## config.mk

```make
export PLATFORM = sky130hd
export DESIGN_NAME = pwm_multichannel
export DESIGN_NICKNAME = d
export VERILOG_FILES = /design/src/rtl/pwm_multichannel.sv
export SDC_FILE = /design/constraint.sdc
export NUM_CORES = 1
export LEC_CHECK = 0
export CORE_MARGIN = 4
export CORE_UTILIZATION = 45
export CTS_CLUSTER_SIZE = 14
export DETAILED_ROUTE_END_ITERATION = 8
export DONT_BUFFER_PORTS = 1
export GPL_ROUTABILITY_DRIVEN = 0
export MAX_ROUTING_LAYER = met4
export PLACE_DENSITY_LB_ADDON = 0.2
export SETUP_SLACK_MARGIN = 0.15
export SLEW_MARGIN = 5
export SYNTH_ARGS = -nofsm -noshare
export SYNTH_HDL_FRONTEND = slang
export SYNTH_SLANG_ARGS = --single-unit
```

## constraint.sdc

```tcl
create_clock -name clock -period 3.9 [get_ports clock]
set_input_delay 0.585 -clock clock [delete_from_list [all_inputs] [get_ports clock]]
set_output_delay 0.585 -clock clock [all_outputs]
set_load 0.01 [all_outputs]
```

## src/rtl/pwm_multichannel.sv

```systemverilog
// pwm_multichannel: multi-channel PWM generator, one shared period counter, double-buffered duties
//   clock        system clock, rising edge
//   reset        asynchronous active-low reset
//   wr_en        duty write strobe
//   wr_chan      target channel of the write (out-of-range channels are ignored)
//   wr_duty      duty code; high time = duty*STEP counter steps
//   ch_enable    per-channel enable, sampled at period boundaries
//   outPWM       registered PWM outputs, INVERT selects active-low channels
//   period_start one-clock pulse in the clock where the counter reads 0
module pwm_multichannel #(
   parameter int CHANNELS = 4,
   parameter int DUTY_W = 8,
   parameter int PERIOD = 25000,
   parameter int STEP = 100,
   parameter int PRESCALE = 1,
   parameter logic [CHANNELS-1:0] INVERT = '0
) (
   input  logic clock,
   input  logic reset,
   input  logic wr_en,
   input  logic [(CHANNELS > 1 ? $clog2(CHANNELS) : 1)-1:0] wr_chan,
   input  logic [DUTY_W-1:0] wr_duty,
   input  logic [CHANNELS-1:0] ch_enable,
   output logic [CHANNELS-1:0] outPWM,
   output logic period_start
);
   localparam int CHAN_W = CHANNELS > 1 ? $clog2(CHANNELS) : 1;
   localparam int CNT_W = $clog2(PERIOD);
   localparam int PRE_W = PRESCALE > 1 ? $clog2(PRESCALE) : 1;
   localparam int THR_W = DUTY_W + $clog2(STEP + 1);
   localparam int CMP_W = THR_W > CNT_W ? THR_W : CNT_W;
   localparam logic [PRE_W-1:0] PRE_LAST = PRE_W'(PRESCALE - 1);
   localparam logic [CNT_W-1:0] CNT_LAST = CNT_W'(PERIOD - 1);

   logic [PRE_W-1:0] pre;
   logic [CNT_W-1:0] cnt;
   logic tick, boundary;
   logic [CHANNELS-1:0] hit, enAct, lvl;
   logic [CHANNELS-1:0][DUTY_W-1:0] shadow, active;

   // with PRESCALE=1 pre is pinned at 0, so tick is permanently high
   assign tick = pre == PRE_LAST;
   assign boundary = tick && cnt == CNT_LAST;

   always_ff @(posedge clock or negedge reset)
      if (!reset) begin
         pre <= '0;
         cnt <= '0;
      end else begin
         pre <= tick ? '0 : pre + 1'b1;
         if (tick) cnt <= boundary ? '0 : cnt + 1'b1;
      end

   // threshold is kept at full width so duty*STEP >= PERIOD stays high across the wrap
   always_comb begin
      hit = '0;
      lvl = '0;
      for (int c = 0; c < CHANNELS; c++) begin
         hit[c] = wr_en && wr_chan == CHAN_W'(c);
         lvl[c] = enAct[c] && (CMP_W'(cnt) < CMP_W'(THR_W'(active[c]) * THR_W'(STEP)));
      end
   end

   // a write landing in the boundary cycle bypasses the shadow straight into active
   always_ff @(posedge clock or negedge reset)
      if (!reset) begin
         shadow <= '0;
         active <= '0;
         enAct <= '0;
         outPWM <= INVERT;
         period_start <= 1'b0;
      end else begin
         for (int c = 0; c < CHANNELS; c++) begin
            if (hit[c]) shadow[c] <= wr_duty;
            if (boundary) active[c] <= hit[c] ? wr_duty : shadow[c];
         end
         if (boundary) enAct <= ch_enable;
         outPWM <= lvl ^ INVERT;
         period_start <= boundary;
      end
endmodule
```

Word level (Yosys, flattened, before mapping)

Cells that the tools add are included.

Register bits: 89
Latch bits: 0
Bits in writable memories: 0
Memory bits (read-only): 0
Input port bits: 17
Output and inout port bits: 5
Memories kept: 0

Add/subtract/negate cells: 2
Multiply operators: 4
Divide/modulo/power cells: 0
Magnitude comparators: 4
Equality and inequality tests: 4
Shift operators: 0
Mux-type cells: 6
Bitwise gates (word level): 1
Reductions and logical operators: 10

Operator list:

| operator              | number |
|---|---|
| $lt 15x15->1          | 4 |
| $mul 8x5->13 const B  | 4 |
| $mux 8                | 4 |
| $add 15x1->15 const B | 1 |
| $eq 15x15->1 const B  | 1 |
| $mux 15               | 1 |
| $logic_and 1x1->1     | 9 |
| $eq 2x2->1 const B    | 2 |
| $eq 2x1->1 const B    | 1 |
| $logic_not 2->1       | 1 |
| $add 1x1->1 const B   | 1 |
| $mux 1                | 1 |
| $not 1->1             | 1 |

Longest topological paths before layout

Gate-level depths: netlist of the first run.

Depth after elaboration: 3
Gate-level depth with buffers: 17
Gate-level depth less buffers: 17

Worst setup path after synthesis of the first run

No wires, ideal clock.

Path kind: flip-flop to flip-flop
From: reg active[10] (netlist name)
To: reg outPWM[1]
Arrival time: 3.219 ns
Data required time: 3.775 ns
Path slack: 0.556 ns
Cell stages (with the launch flop): 14
Path buffers: 0
Period minus slack after synthesis: 3.344 ns
Path through: dfrtp_1 > ha_1 > ha_1 > fa_1 > ha_1 > nor2b_1 > o2111ai_1 > nand3_1 > o41ai_1 > xnor2_1 > ha_1 > nand4_1 > a211oi_1 > nor3_1

Cells in the longest elaborated chain, start to end: 3

Ends and longest elaborated chain:

| what                             | RTL line | text |
|---|---|---|
| start: declaration               | 39       | `logic [CHANNELS-1:0][DUTY_W-1:0] shadow, active;` |
| start signal: indexed assignment | 75       | `if (boundary) active[c] <= hit[c] ? wr_duty : shadow[c];` |
| $mul 8x5->13                     | 60       | `lvl[c] = enAct[c] && (CMP_W'(cnt) < CMP_W'(THR_W'(active[c]) * THR_W'(STEP)));` |
| $lt 15x15->1                     | 60       |  |
| $logic_and 1x1->1                | 60       |  |
| named net lvl[1]                 | 38       | `logic [CHANNELS-1:0] hit, enAct, lvl;` |
| end signal: assignment           | 78       | `outPWM <= lvl ^ INVERT;` |
| end: declaration                 | 24       | `output logic [CHANNELS-1:0] outPWM,` |

The timed path passes the listed nets, and every way through them passes these cells.
A chain may end at the register's enable or synchronous reset.

Final worst setup path of the first run

From: reg active[28] (netlist name)
To: reg outPWM[3]

The elaborated chain is that of the path after synthesis.

==> run summary, run 1 <==
status -> finished clean
IR Drop Worst-Case VDD -> 253 uV
Ys Warns -> 0
Max Buffers Root-to-Sink -> 2
Die X-Extent -> 133 um
placement row count -> 45
synthesized flop and latch total -> 88
crit path kind -> flip-flop to flip-flop
commonest non-fill, non-tap cell in the layout -> ha_1
Post-synth EDFFs -> 0
number of global-route vias before repair -> 4830
drt pass-1 iters -> 4
Net Switching -> 442 uW
clk root buf -> clkbuf_16
Pwr Density -> 246 nW/um^2
critical path launch point type -> flip-flop
worst min path class -> input pin to async pin
Worst-Margin Slew -> 0.651 ns
HPWL after DPL -> 10.8 mm
Synth Cell Area -> 7080 sq um
reg2reg start -> active[28]
Internal -> 1490 uW
worst slack, placed -> 0.226 ns
ranking of synthesized cells by area -> dfrtp_1, ha_1, mux2_2
Worst Reg2Reg Path Length in Cells -> 15
Placed Cells -> 851
Initial Utilization -> 0.463
CP Cell Sequence -> ha_1 > ha_1 > inv_1 > fa_1 > inv_1 > ha_4 > nand3_1 > o211ai_1 > o41ai_2 > xor2_1 > ha_1 > nor2b_1 > o21ai_0 > nand3b_1 > nor3_2
Syn Inst Count -> 644
initial antenna violation count -> 0
max_cap viols -> 0
nets@finish -> 857
port bufs -> 0
Fmax -> 281 MHz
RSZ-0062 raised after global routing -> false
final setup TNS -> 0 ns
Vias per Instance -> 5.40
final hold vios -> 0
DRT antenna net count -> 0
Comb pwr share -> 0.056
Clock Skews -> 0.00877 ns
H-tree lvl count -> 3
Slew HR -> 0.564
critical path required time -> 4.17 ns
final worst path period share -> 0.912
CTS tree -> built
worst r2r dst -> outPWM[3]
reg2reg setup slack -> 0.34 ns
DR vias -> 4754
Clock power frac -> 0.434
Leak -> 0.00416 uW
Tmin final -> 3.56 ns
cell taking the most area after synthesis -> dfrtp_1
Setup-failing EPs final -> 0
sequential power share -> 0.511
fin cells -> 880
Die Y -> 133 um
asr flop ratio synth -> 1.00
Num Clock Sinks -> 88
drt wl/cell -> 16.6 um
WHS -> 0.127 ns
Yosys cell types -> 38
max incr delay on CP -> 0.49 ns
CP Max Fanout -> 5
most used cell, CP -> ha_1
worst skew pair latency -> 0.35 ns
core area -> 15300 sq um
layout cells sized above 1 -> 0.175
total gr overflow -> 0
first-pass GRT wire length -> 24.2 mm
DR iter-0 viols -> 117
Synth Flop Type -> dfrtp_1
GRT Total Usage -> 0.176
max-slew violations -> 0
Die ar. -> 17800 sq um
Post-route DRC -> 0
Worst-path clk slew -> 0.06 ns
FILL cells -> 1429
sequential fraction of the synthesis area -> 0.311
worst setup slack after layout -> 0.345 ns
Crit. End Element -> flip-flop
Synth Net Count -> 837
CTS Buf Count -> 9
switch share -> 0.228
Area Overhead vs Synth -> 11.0%
critical path arrival -> 3.82 ns
largest net degree at the start of global routing -> 89
IO Count -> 22
drt total wl -> 14.6 mm
CP max-delay cell -> fa_1
Antenna Cells -> 0
Post-Syn Area per Cell -> 11.0 sq um
top cell type's share of synthesized area -> 0.311
commonest cells after routing, fill and taps aside -> ha_1, dfrtp_1, mux2_2, inv_1, nand3_1
## what timing repair did
action / 4_1_cts / 5_1_grt
hold buffers: 1 / 0
setup endpoints to repair: 0 / 4
endpoints found under the hold margin: 88 / 0
resized for setup: 0 / 27
buffers inserted: 0 / 12
## routing by layer
layer,share of wire,vias up,GRT usage
met5,0,-,-
met4,0.020,0,0.0583
met3,0.042,22,0.0302
met2,0.47,69,0.278
met1,0.47,2308,0.232
li1,-,2355,-
## critical path: cells and delay by family, from the launching register on
family | cells | cell delay (ns)
xor+xnor | 1 | 0.21
simple gates | 4 | 0.48
compound gates | 3 | 0.68
fa+ha+maj | 5 | 1.59
buf+inv | 2 | 0.11
flops | 1 | 0.42
## flip-flops by register name, summed over array words and instances (netlist names)
register      flops
outPWM            4
cnt              15
period_start      1
enAct             4
shadow           32
active           32
## logic make-up (layout without fill, tap and decap cells)
kind of cell / after synthesis / in the layout / share of synthesized area
AOI/OAI and AO/OA: 72 / 72 / 0.0636
xor gates and xnor gates: 43 / 43 / 0.0532
adders and majority gates: 176 / 176 / 0.324
buffers and inverters: 65 / 90 / 0.0387
DFF: 88 / 88 / 0.311
muxes: 68 / 68 / 0.108
and+or+nand+nor: 132 / 132 / 0.102
## cells in the mapped netlist (5+ instances only)
library cell	number
a21o_1	10
a21oi_1	23
and3_1	5
dfrtp_1	88
fa_1	12
ha_1	164
inv_1	60
mux2_1	6
mux2_2	62
nand2_1	14
nand2b_1	7
nand3_1	29
nand3b_1	6
nand4_1	11
nor2_1	27
nor2b_1	13
nor3_1	8
o21ai_0	17
o41ai_1	5
xnor2_1	20
xor2_1	23
## metrics by stage
| step | total power [uW] | utilization | instance area, sq um |
|---|---|---|---|
| after global placement | 1090 | 0.477 | 7310 |
| after floorplan | 1070 | - | 7080 |
| final | 1940 | 0.514 | 7870 |
| after detailed placement | 1090 | 0.477 | 7310 |
| after global routing | 2020 | 0.514 | 7870 |
| after CTS | 1970 | 0.497 | 7620 |
## power groups by stage
stage | combinational, uW | clock [uW] | sequential [uW]
after floorplan | 73.3 | 0 | 1000
after global routing | 124 | 902 | 994
after detailed placement | 88.1 | 0 | 1010
final | 108 | 839 | 988
after global placement | 85.3 | 0 | 1000
after CTS | 111 | 869 | 989
## area by class of cell
class | count | area, sq um | share of cell area
sequential | 88 | 2200 | 0.280
clock buffer | 11 | 253 | 0.0321
timing repair buffer | 14 | 125 | 0.0159
tap | 211 | 264 | 0.0336
multi-input combinational | 491 | 4770 | 0.606
inverter | 60 | 225 | 0.0286
clock inverter | 5 | 28.8 | 0.00366
## worst max path at each step
stage | start | end | slack (ns) | depth (start not counted)
2_1_floorplan | active[10] | outPWM[1] | 0.56 | 13
3_3_place_gp | active[27] | outPWM[3] | 0.29 | 15
3_5_place_dp | active[20] | outPWM[2] | 0.23 | 16
4_1_cts | active[20] | outPWM[2] | 0.20 | 16
5_1_grt | active[28] | outPWM[3] | 0.12 | 15
6_report | active[28] | outPWM[3] | 0.34 | 15
Power figures use the tool's default switching activity.
==> run 2: changes to the inputs <==
CTS_BUF_LIST = sky130_fd_sc_hd__clkbuf_16   (was unset)
==> run summary, run 2 (synthesized netlist as in run 1, its figures left out) <==
CP Max Fanout -> 5 (unchanged)
FILL cells -> 1428 (was 1429)
CTS tree -> built (unchanged)
WHS -> 0.120 ns (was 0.127 ns)
Die ar. -> 17800 sq um (unchanged)
drt pass-1 iters -> 4 (unchanged)
DR vias -> 4753 (was 4754)
Vias per Instance -> 5.40 (about the same)
Initial Utilization -> 0.463 (unchanged)
IO Count -> 22 (unchanged)
HPWL after DPL -> 10.8 mm (unchanged)
worst skew pair latency -> 0.35 ns (about the same)
initial antenna violation count -> 0 (unchanged)
Die Y -> 133 um (unchanged)
Die X-Extent -> 133 um (unchanged)
Leak -> 0.00415 uW (was 0.00416 uW)
worst min path class -> input pin to async pin (unchanged)
drt wl/cell -> 16.5 um (was 16.6 um)
GRT Total Usage -> 0.177 (was 0.176)
reg2reg start -> active[19] (was active[28])
clk root buf -> clkbuf_16 (unchanged)
IR Drop Worst-Case VDD -> 253 uV (about the same)
DRT antenna net count -> 0 (unchanged)
core area -> 15300 sq um (unchanged)
DR iter-0 viols -> 154 (was 117)
worst r2r dst -> outPWM[2] (was outPWM[3])
commonest cells after routing, fill and taps aside -> ha_1, dfrtp_1, mux2_2, inv_1, nand3_1 (unchanged)
nets@finish -> 857 (unchanged)
CTS Buf Count -> 9 (unchanged)
Worst Reg2Reg Path Length in Cells -> 16 (was 15)
Power Total -> 1900 uW (was 1940 uW)
drt total wl -> 14.6 mm (about the same)
CP max-delay cell -> fa_1 (unchanged)
crit path kind -> flip-flop to flip-flop (unchanged)
Num Clock Sinks -> 88 (unchanged)
total gr overflow -> 0 (unchanged)
final setup TNS -> 0 ns (unchanged)
port bufs -> 0 (unchanged)
max incr delay on CP -> 0.50 ns (was 0.49 ns)
critical path launch point type -> flip-flop (unchanged)
Worst-Margin Slew -> 0.645 ns (was 0.651 ns)
largest net degree at the start of global routing -> 89 (unchanged)
Max Buffers Root-to-Sink -> 2 (unchanged)
CP Cell Sequence -> ha_1 > ha_1 > inv_1 > fa_1 > inv_1 > ha_4 > nand3_1 > o211ai_1 > o21ai_1 > a21oi_1 > xnor2_1 > ha_1 > nor2b_1 > o21ai_0 > nand3b_1 > nor3_1 (was ha_1 > ha_1 > inv_1 > fa_1 > inv_1 > ha_4 > nand3_1 > o211ai_1 > o41ai_2 > xor2_1 > ha_1 > nor2b_1 > o21ai_0 > nand3b_1 > nor3_2)
Fmax -> 279 MHz (was 281 MHz)
CP startpoint -> active[19] (was active[28])
max_cap viols -> 0 (unchanged)
final worst path period share -> 0.918 (was 0.912)
number of global-route vias before repair -> 4835 (was 4830)
Antenna Cells -> 0 (unchanged)
top flop regs -> active: 32 flops, shadow: 32 flops, cnt: 15 flops (unchanged)
most used cell, CP -> ha_1 (unchanged)
critical path arrival -> 3.85 ns (was 3.82 ns)
RSZ-0062 raised after global routing -> true (was false)
first-pass GRT wire length -> 24.3 mm (was 24.2 mm)
layout cells sized above 1 -> 0.172 (was 0.175)
status -> finished clean (unchanged)
placement row count -> 45 (unchanged)
Pwr Density -> 242 nW/um^2 (was 246 nW/um^2)
Slew HR -> 0.568 (was 0.564)
Post-route DRC -> 0 (unchanged)
final hold vios -> 0 (unchanged)
Crit. End Element -> flip-flop (unchanged)
commonest non-fill, non-tap cell in the layout -> ha_1 (unchanged)
Clock Skews -> 0.00881 ns (was 0.00877 ns)
max-slew violations -> 0 (unchanged)
H-tree lvl count -> 3 (unchanged)
Worst-path clk slew -> 0.07 ns (was 0.06 ns)
critical path required time -> 4.17 ns (about the same)
reg2reg setup slack -> 0.32 ns (was 0.34 ns)
Area Overhead vs Synth -> 10.7% (was 11.0%)
Setup-failing EPs final -> 0 (unchanged)
Tmin final -> 3.58 ns (was 3.56 ns)
final core utilization -> 0.512 (was 0.514)
## run 2: worst max path at each step
stage / end / cells after the start
6_report: outPWM[2] / 16
5_1_grt: outPWM[2] / 16
4_1_cts: outPWM[2] / 16
3_5_place_dp: outPWM[2] / 16
3_3_place_gp: outPWM[3] / 15
2_1_floorplan: outPWM[1] / 13
## run 2: critical path: cells and delay by family, from the launching register on
family,cells,cell delay (ns)
adder cells (fa/ha/maj),5,1.65
buffers and inverters,2,0.12
XOR/XNOR,1,0.16
flip-flops,1,0.41
AO/OA/AOI/OAI,4,0.67
AND/OR/NAND/NOR,4,0.49
## run 2: stage by stage
step | cells | area, sq um | setup WS [ns]
2_1_floorplan | 644 | 7080 | 0.556
3_3_place_gp | 851 | 7310 | 0.293
3_5_place_dp | 851 | 7310 | 0.226
4_1_cts | 868 | 7600 | 0.204
5_1_grt | 880 | 7850 | 0.122
6_report | 880 | 7850 | 0.318
## run 2: what timing repair did
item                       4_1_cts  5_1_grt
hold endpoints to repair        88        0
setup buffers                    0       12
setup endpoints to repair        0        4
hold buffers                     1        0
gates resized for setup          0       26
## run 2: final cells by class
| cell class | instances | area (sq um) | share of cell area |
|---|---|---|---|
| clock buffer | 9 | 225 | 0.0287 |
| clock inverter | 7 | 36.3 | 0.00463 |
| inverter | 60 | 225 | 0.0287 |
| multi-input combinational | 491 | 4770 | 0.607 |
| sequential | 88 | 2200 | 0.281 |
| tap | 211 | 264 | 0.0337 |
| timing repair buffer | 14 | 125 | 0.0159 |
## run 2: layer usage
layer  up-vias  wire (um)  GRT usage  part of all wire
met4         0        230     0.0543             0.016
met2        66       6880      0.280              0.47
met1      2317       6870      0.234              0.47
met3        18        574     0.0298             0.039
li1       2352          -          -                 -
met5         -          0          -                 0
## run 2: power breakdown
part | switching [uW] | internal, uW | total [uW]
clock network | 375 | 425 | 800
logic | 53.1 | 54.9 | 108
registers | 14.3 | 974 | 988
total | 442 | 1450 | 1900
